===== src/rtl/arith_chk_delay_line.sv =====
// Expected-value delay line: LATENCY stages, MSB of each entry is its valid bit.
module arith_chk_delay_line #(
    parameter int LATENCY = 3,
    parameter int WIDTH   = 8
) (
    input  logic             general_clk,
    input  logic             reset,
    input  logic             clear,
    input  logic [WIDTH-1:0] entry_in,
    output logic [WIDTH-1:0] entry_out,
    output logic             any_valid
);

    logic [LATENCY-1:0] valid_q, valid_d;
    logic [WIDTH-2:0]   data_q [LATENCY];
    logic [WIDTH-2:0]   data_d [LATENCY];
    logic               any_valid_q, any_valid_d;

    always_comb begin
        valid_d    = '0;
        valid_d[0] = entry_in[WIDTH-1];
        data_d[0]  = entry_in[WIDTH-2:0];
        for (int i = 1; i < LATENCY; i++) begin
            valid_d[i] = valid_q[i-1];
            data_d[i]  = data_q[i-1];
        end
        if (clear) begin
            valid_d = '0;
        end
        any_valid_d = |valid_d;
    end

    always_ff @(posedge general_clk or posedge reset) begin
        if (reset) begin
            valid_q     <= '0;
            any_valid_q <= 1'b0;
        end else begin
            valid_q     <= valid_d;
            any_valid_q <= any_valid_d;
        end
    end

    // NOTE: payload flops carry no reset; the valid bits alone decide whether a stage means anything.
    always_ff @(posedge general_clk) begin
        data_q <= data_d;
    end

    assign entry_out = {valid_q[LATENCY-1], data_q[LATENCY-1]};
    assign any_valid = any_valid_q;

endmodule


===== config.mk =====
export PLATFORM = sky130hd
export DESIGN_NAME = arith_chk_delay_line
export DESIGN_NICKNAME = d
export VERILOG_FILES = /design/src/rtl/arith_chk_delay_line.sv
export SDC_FILE = /design/constraint.sdc
export NUM_CORES = 1
export LEC_CHECK = 0
export ABC_AREA = 1
export CORE_UTILIZATION = 36
export DETAILED_ROUTE_END_ITERATION = 8
export PLACE_DENSITY = 0.69
export SLEW_MARGIN = 15
export SYNTH_ARGS = -nofsm -noshare
export SYNTH_HDL_FRONTEND = slang
export SYNTH_SLANG_ARGS = --single-unit

===== constraint.sdc =====
create_clock -name general_clk -period 0.8 [get_ports general_clk]
set_input_delay 0.16 -clock general_clk [delete_from_list [all_inputs] [get_ports general_clk]]
set_output_delay 0.16 -clock general_clk [all_outputs]
set_load 0.01 [all_outputs]

# Yosys cells after proc, flatten, opt, wreduce, memory -nomap -nowiden
# Index checks and enable logic that the tools add are counted.
[totals]
register_bits = 25
latch_bits = 0
mem_bits_rw = 0
romBits = 0
out_inout_bits = 9
word_cells = 7
memories = 0
[op_classes]
add_sub_neg = 0
n_mul = 0
div_mod_pow = 0
n_lt_le_gt_ge = 0
n_eq_ne = 0
n_shift = 0
n_mux = 1
bitwise = 0
reduce_logical = 1
[op_table]
columns = ["cell", "count"]
rows = [
  ["3-bit 2-to-1 mux", 1],
  ["3-bit OR reduction", 1],
]

# Logic depth before layout (Yosys ltp)
# Gate-level depths: netlist (run 1).
[depth]
ltp_word = 2
mapped_depth = 3
mapped_depth_nobuf = 3

# Worst setup path after synthesis (run 1)
# OpenSTA, ideal clock, no wires.
[synth_path]
path_type = "register to output"
startpoint = "reg valid_q[2]"
endpoint = "out entry_out[7]"
arrival_ps = 467
required_time_ps = 640
slack_ps = 173
stages_incl_launch_ff = 2
path_cell_list = "dfrtp_1 -> buf_4"
[synth_lines]
columns = ["element", "line_no", "source"]
rows = [
  ["from (decl)", "14", "logic [LATENCY-1:0] valid_q, valid_d;"],
  ["from (signal assigned)", "38", "valid_q <= valid_d;"],
  ["to (decl)", "10", "output logic [WIDTH-1:0] entry_out,"],
]
# No word-level cell between the ends.

# Final worst setup path (run 1)
[layout_path]
startpoint = "reg valid_q[2]"
endpoint = "out entry_out[7]"
# No word-level cell between the ends.

==> impl_metrics.ini, run 1 <==
[cells_and_area]
fin_cells = 73
syn2layout_area_growth_pct = 34.6
num-fill-cells = 140
drive_gt1_share_pct = 33.3
design_area_um2 = 774
diodes = 0
fin_nets = 69

[synth]
yosys-top-cells-area = dfxtp_1 73%, dfrtp_1 17%, nand2_2 3.3%
avgSynthCellArea_um2 = 16.4
yosysTopAreaCellShare_pct = 73.0
synth_async_sr_flop_share_pct = 16.0
synth.net_count = 46
yosys_register_bits = 25
synth-edff-count = 0
yosysUniqueCellTypes = 7
synth_area_um2 = 576
yosysTopAreaCell = dfxtp_1
synth_ff_type = dfxtp_1
synth_seq_area_share_pct = 90.4
synth_most_common_cell = dfxtp_1
synth_common_cells = 21 x dfxtp_1, 4 x dfrtp_1, 4 x inv_1
syn_inst = 35
yosys_warnings = 0

[route]
drtPass1Iterations = 2
dr_wl_met2_um = 326
top_layer_used = met3
wire_per_inst_um = 8.85
wl_um = 646
wl_met3_um = 40
drcViolationCount = 0
routed_via_density = 3.73
ant_nets = 0
vias = 272
met1_length_um = 279
dr.first_iter.drc_count = 1

[timing]
period_minus_slack_ps = 988
finalHoldViolations = 0
fin_tns_setup_ps = -1040
drv_slew = 0
worst_pin_slew_ps = 170
rsz0062_at_grt = true
min_period_over_period_pct = 123
setup-violations-final = 9
skew_ps = 6.84
relSlewSlack_pct = 88.7
fin_ws_ps = -188
fmax_ghz = 1.01

[critical_path]
endpoint_kind = primary output
reg2reg_slack_ps = 170
timing.rr.start = valid_q[0]
crit_family = flip-flops
critPathRequiredTime_ps = 640
path_max_fanout = 1
arrival_ps = 830
worstPathCellList = buf_2
path_buf_inv = 1
setup.worst_path.class = flip-flop to primary output
critPathSlowestCell = dfrtp_1
reg2reg_depth = 2
crit_path_start_kind = flip-flop
slowest_delay_ps = 390
rr_endpoint = any_valid

[power]
p_leak_nw = 0.376
netSwitchingPower_mw = 0.376
p_seq_share_pct = 67.9
power.total_mw = 1.95
intPower_mw = 1.58
power_frac_clock_pct = 26.4
switching_share_pct = 19.2
ir_drop_mv = 1.09
power_density_nw_per_um2 = 2520
p_comb_share_pct = 5.6

[floorplanning]
die_w_um = 42.0
io_pins = 20
core_area_um2 = 1510
initial_core_util_pct = 38.2
dieArea_um2 = 1760
row_count = 14
die-height_um = 42.0

[global_routing]
grt_overflow_total = 0
grt_pass1_vias = 267
grt_pass1_wl_um = 1100
antenna_found_initial = 0
grt_max_degree = 14
grt_util_all_layers_pct = 8.94

[clock_network]
clockRootBuffer = clkbuf_4
cts_sinks = 25
htreeDepth = 1
clockBufferDepth = 2
numCtsBuffers = 3
clk_latency_ps = 300
path_clk_slew_ps = 120
cts_tree = done

[placed_design]
port_buffers = 19
dpl_cell_area_um2 = 778
gp_congestion = 0.588
placed_cells = 69

[run_status]
status = finished, violations left
violations = setup timing

[min_path]
min_path_type = primary input to asynchronous set/reset pin

[run]
max_cap_viol_count = 0
[kinds of logic (layout without fill, tap and decap cells)]
| logic type | count (synthesis) | count (layout) | synth area share (%) |
|---|---|---|---|
| flip-flops | 25 | 25 | 90.4 |
| buffers and inverters | 6 | 28 | 4.56 |
| AND/OR/NAND/NOR | 4 | 4 | 5.00 |
[placed cells by master (no fill, tap or decap), drive strengths merged]
| cell | n |
|---|---|
| clkdlybuf4s50 | 10 |
| nand3 | 1 |
| inv | 5 |
| buf | 9 |
| nand2 | 3 |
| dfrtp | 4 |
| clkbuf | 4 |
| dfxtp | 21 |
[registers in the layout (all words and copies together) (netlist names)]
name,flops
data_d,14
valid_q,3
any_valid,1
entry_out,7
[worst max path at each step]
stage,from,to,slack [ps],cells after the start
after floorplan,valid_q[2],entry_out[7],170,1
after global placement,any_valid,any_valid,-180,1
after detailed placement,any_valid,any_valid,-190,1
after CTS,valid_q[2],entry_out[7],-210,1
after global routing,valid_q[2],entry_out[7],-230,1
final,valid_q[2],entry_out[7],-190,1
[power by group through the flow]
stage          clock [mW]  combinational, mW  sequential (mW)
2_1_floorplan           0             0.0198             1.37
3_3_place_gp            0              0.127             1.35
3_5_place_dp            0              0.128             1.36
4_1_cts             0.545              0.110             1.33
5_1_grt             0.599              0.120             1.33
6_report            0.516              0.110             1.33
[what timing repair did]
item,in CTS,in global routing
endpoints found under the setup margin,9,9
hold buffers,0,0
resized for setup,38,2
endpoints found under the hold margin,0,0
buffers inserted,0,0
pin swaps,0,0
[layout make-up]
type | count | area (µm²) | share of cell area [%]
multi-input combinational | 4 | 28.8 | 3.72
sequential | 25 | 523 | 67.5
clock buffer | 4 | 26.3 | 3.39
tap | 16 | 20.0 | 2.58
timing repair buffer | 19 | 158 | 20.4
inverter | 5 | 18.8 | 2.42
[per-layer routing]
metal	vias up	track usage, %
li1	147	-
met1	115	10.3
met2	10	13.4
met3	0	3.88
met4	0	5.81
met5	-	0
[through the flow]
| stage | setup slack (ps) | hold slack, ps | utilization (%) |
|---|---|---|---|
| 2_1_floorplan | 173 | -73.9 | - |
| 3_3_place_gp | -182 | 310 | 51.7 |
| 3_5_place_dp | -188 | 313 | 51.7 |
| 4_1_cts | -212 | 18.9 | 50.9 |
| 5_1_grt | -233 | 31.7 | 51.4 |
| 6_report | -188 | 26.6 | 51.4 |
No activity file was read; power rests on OpenSTA's default activity.
==> run 2, diff against run 1 <==
--- a/config.mk
+++ b/config.mk
@@ -6,9 +6,12 @@
 export NUM_CORES = 1
 export LEC_CHECK = 0
 export ABC_AREA = 1
-export CORE_UTILIZATION = 36
+export CELL_PAD_IN_SITES_DETAIL_PLACEMENT = 0
+export CELL_PAD_IN_SITES_GLOBAL_PLACEMENT = 1
+export CORE_MARGIN = 3
+export CORE_UTILIZATION = 27
 export DETAILED_ROUTE_END_ITERATION = 8
-export PLACE_DENSITY = 0.69
+export PLACE_DENSITY_LB_ADDON = 0.1
 export SLEW_MARGIN = 15
 export SYNTH_ARGS = -nofsm -noshare
 export SYNTH_HDL_FRONTEND = slang
==> run 2 against run 1 <==
  * The run still ends with setup timing left
  * Utilization decreased by 11 points
  * Die area is 54% higher
  * First-iteration DRC count is the same
  * Flip-flop and latch count unchanged
  * Combinational power is 8% higher
  * Clock skew shrank 1.7 ps
  * Cell count grew 15%
  * Global-route usage shrank 1.8 points
  * Clock power shrank 3%
  * Critical path type unchanged
==> impl_metrics.ini, run 2 (synthesis results as in run 1) <==
[timing]
skew_ps = 5.13
relSlewSlack_pct = 90.6
min_period_over_period_pct = 121
finalHoldViolations = 0
drv_slew = 0
fmax_ghz = 1.03
rsz0062_at_grt = true
setup-violations-final = 9
period_minus_slack_ps = 967
fin_ws_ps = -167
worst_pin_slew_ps = 140

[power]
netSwitchingPower_mw = 0.366
switching_share_pct = 18.7
power_density_nw_per_um2 = 2410
p_seq_share_pct = 68.3
p_comb_share_pct = 6.1
ir_drop_mv = 1.22
p_leak_nw = 0.382
intPower_mw = 1.59
power_frac_clock_pct = 25.6

[cells_and_area]
fin_cells = 84
syn2layout_area_growth_pct = 40.9
final_common_cell = dfxtp_1
num-fill-cells = 190
design_area_um2 = 811
diodes = 0
regArea_um2 = 527
drive_gt1_share_pct = 38.6
largest_reg_flops = 14
multi_input_area_um2 = 28.8
layout_common_cells = 16 x dfxtp_1, 10 x clkdlybuf4s50_1, 5 x dfxtp_2, 5 x buf_6
fin_nets = 69

[critical_path]
worstPathCellList = buf_2
critPathLaunch = valid_q[2]
critPathRequiredTime_ps = 640
setup.worst_path.class = flip-flop to primary output
path_buf_inv = 1
crit_path_start_kind = flip-flop
path_max_fanout = 1
crit_family = flip-flops
critPathSlowestCell = dfrtp_1
arrival_ps = 810
slowest_delay_ps = 380
endpoint_kind = primary output
timing.rr.start = valid_q[0]

[clock_network]
hold_buffers = 0
clk_latency_ps = 300
cts_sinks = 25
clockBufferDepth = 2
clockRootBuffer = clkbuf_4
htreeDepth = 1
cts_tree = done
path_clk_slew_ps = 120
post-cts-setup-buffer-count = 0
numCtsBuffers = 3

[floorplanning]
initial_core_util_pct = 29.0
die-height_um = 52.2
row_count = 16
die_w_um = 52.2
core_area_um2 = 1980
io_pins = 20
dieArea_um2 = 2720

[global_routing]
grt_pass1_wl_um = 1350
grt_pass1_vias = 317
grtUsageMet2_pct = 12.1
grt_max_degree = 14
met1_usage_pct = 6.69
grt_util_all_layers_pct = 7.11
use_met3_pct = 2.28
grt_busiest_layer = met2
grt_overflow_total = 0
antenna_found_initial = 0

[route]
dr.first_iter.drc_count = 1
drcViolationCount = 0
wire_per_inst_um = 9.31
drtPass1Iterations = 2
ant_nets = 0
wl_um = 782
vias = 297
routed_via_density = 3.54

[min_path]
min_path_type = primary input to asynchronous set/reset pin

[run_status]
violations = setup timing
status = finished, violations left

[placed_design]
dp_hpwl_um = 620
port_buffers = 19
gp_congestion = 0.630
dpl_cell_area_um2 = 792
placed_cells = 80

[run]
max_cap_viol_count = 0
## run 2: changes by cell type in the layout (fill, tap and decap cells not counted)
cell,delta
buf_2,-3
dfxtp_2,+3
buf_6,+3
dfxtp_1,-3
## run 2: path summary, 6_finish.rpt
kind,endpoint,slack [ps],depth (start not counted)
hold reg to reg,entry_out[4],340,0
hold / removal,valid_q[2],30,2
max in group asynchronous,valid_q[0],630,2
setup / recovery,entry_out[7],-170,1
setup reg to reg,any_valid,160,2
min in group general_clk,data_d[10],290,1
## run 2: routing by layer
metal	up-vias	share of wire (%)	routed length, µm
met3	2	10	80
met2	14	53	415
li1	146	-	-
met4	0	1.7	13
met1	135	35	272
met5	-	0	0
## run 2: stage by stage
| step | total power [mW] | hold WS [ps] | TNS [ps] | setup WS, ps | util (%) |
|---|---|---|---|---|---|
| after floorplan | 1.39 | -73.9 | 0 | 173 | - |
| after global placement | 1.48 | 311 | -2040 | -186 | 40.0 |
| after detailed placement | 1.49 | 312 | -2160 | -199 | 40.0 |
| after CTS | 1.99 | 14.3 | -1220 | -193 | 40.2 |
| after global routing | 2.06 | 9.59 | -1440 | -229 | 40.9 |
| final | 1.96 | 26.6 | -1020 | -167 | 40.9 |
## run 2: power groups by stage
stage	logic [mW]	registers, mW	clock network [mW]
global placement	0.128	1.35	0
floorplan	0.0198	1.37	0
finish	0.119	1.33	0.501
CTS	0.116	1.33	0.536
global route	0.128	1.34	0.584
detailed placement	0.130	1.36	0
## run 2: cell type report
type	count	area share [%]
Sequential cell	25	65.0
Timing Repair Buffer	19	21.8
Clock buffer	4	3.24
Inverter	5	2.31
Tap cell	27	4.17
Multi-Input combinational cell	4	3.55
## run 2: repair_timing
action | 4_1_cts | 5_1_grt
gates resized for setup | 42 | 4
gates cloned | 0 | 0
pin swaps | 0 | 0
setup endpoints to repair | 9 | 9
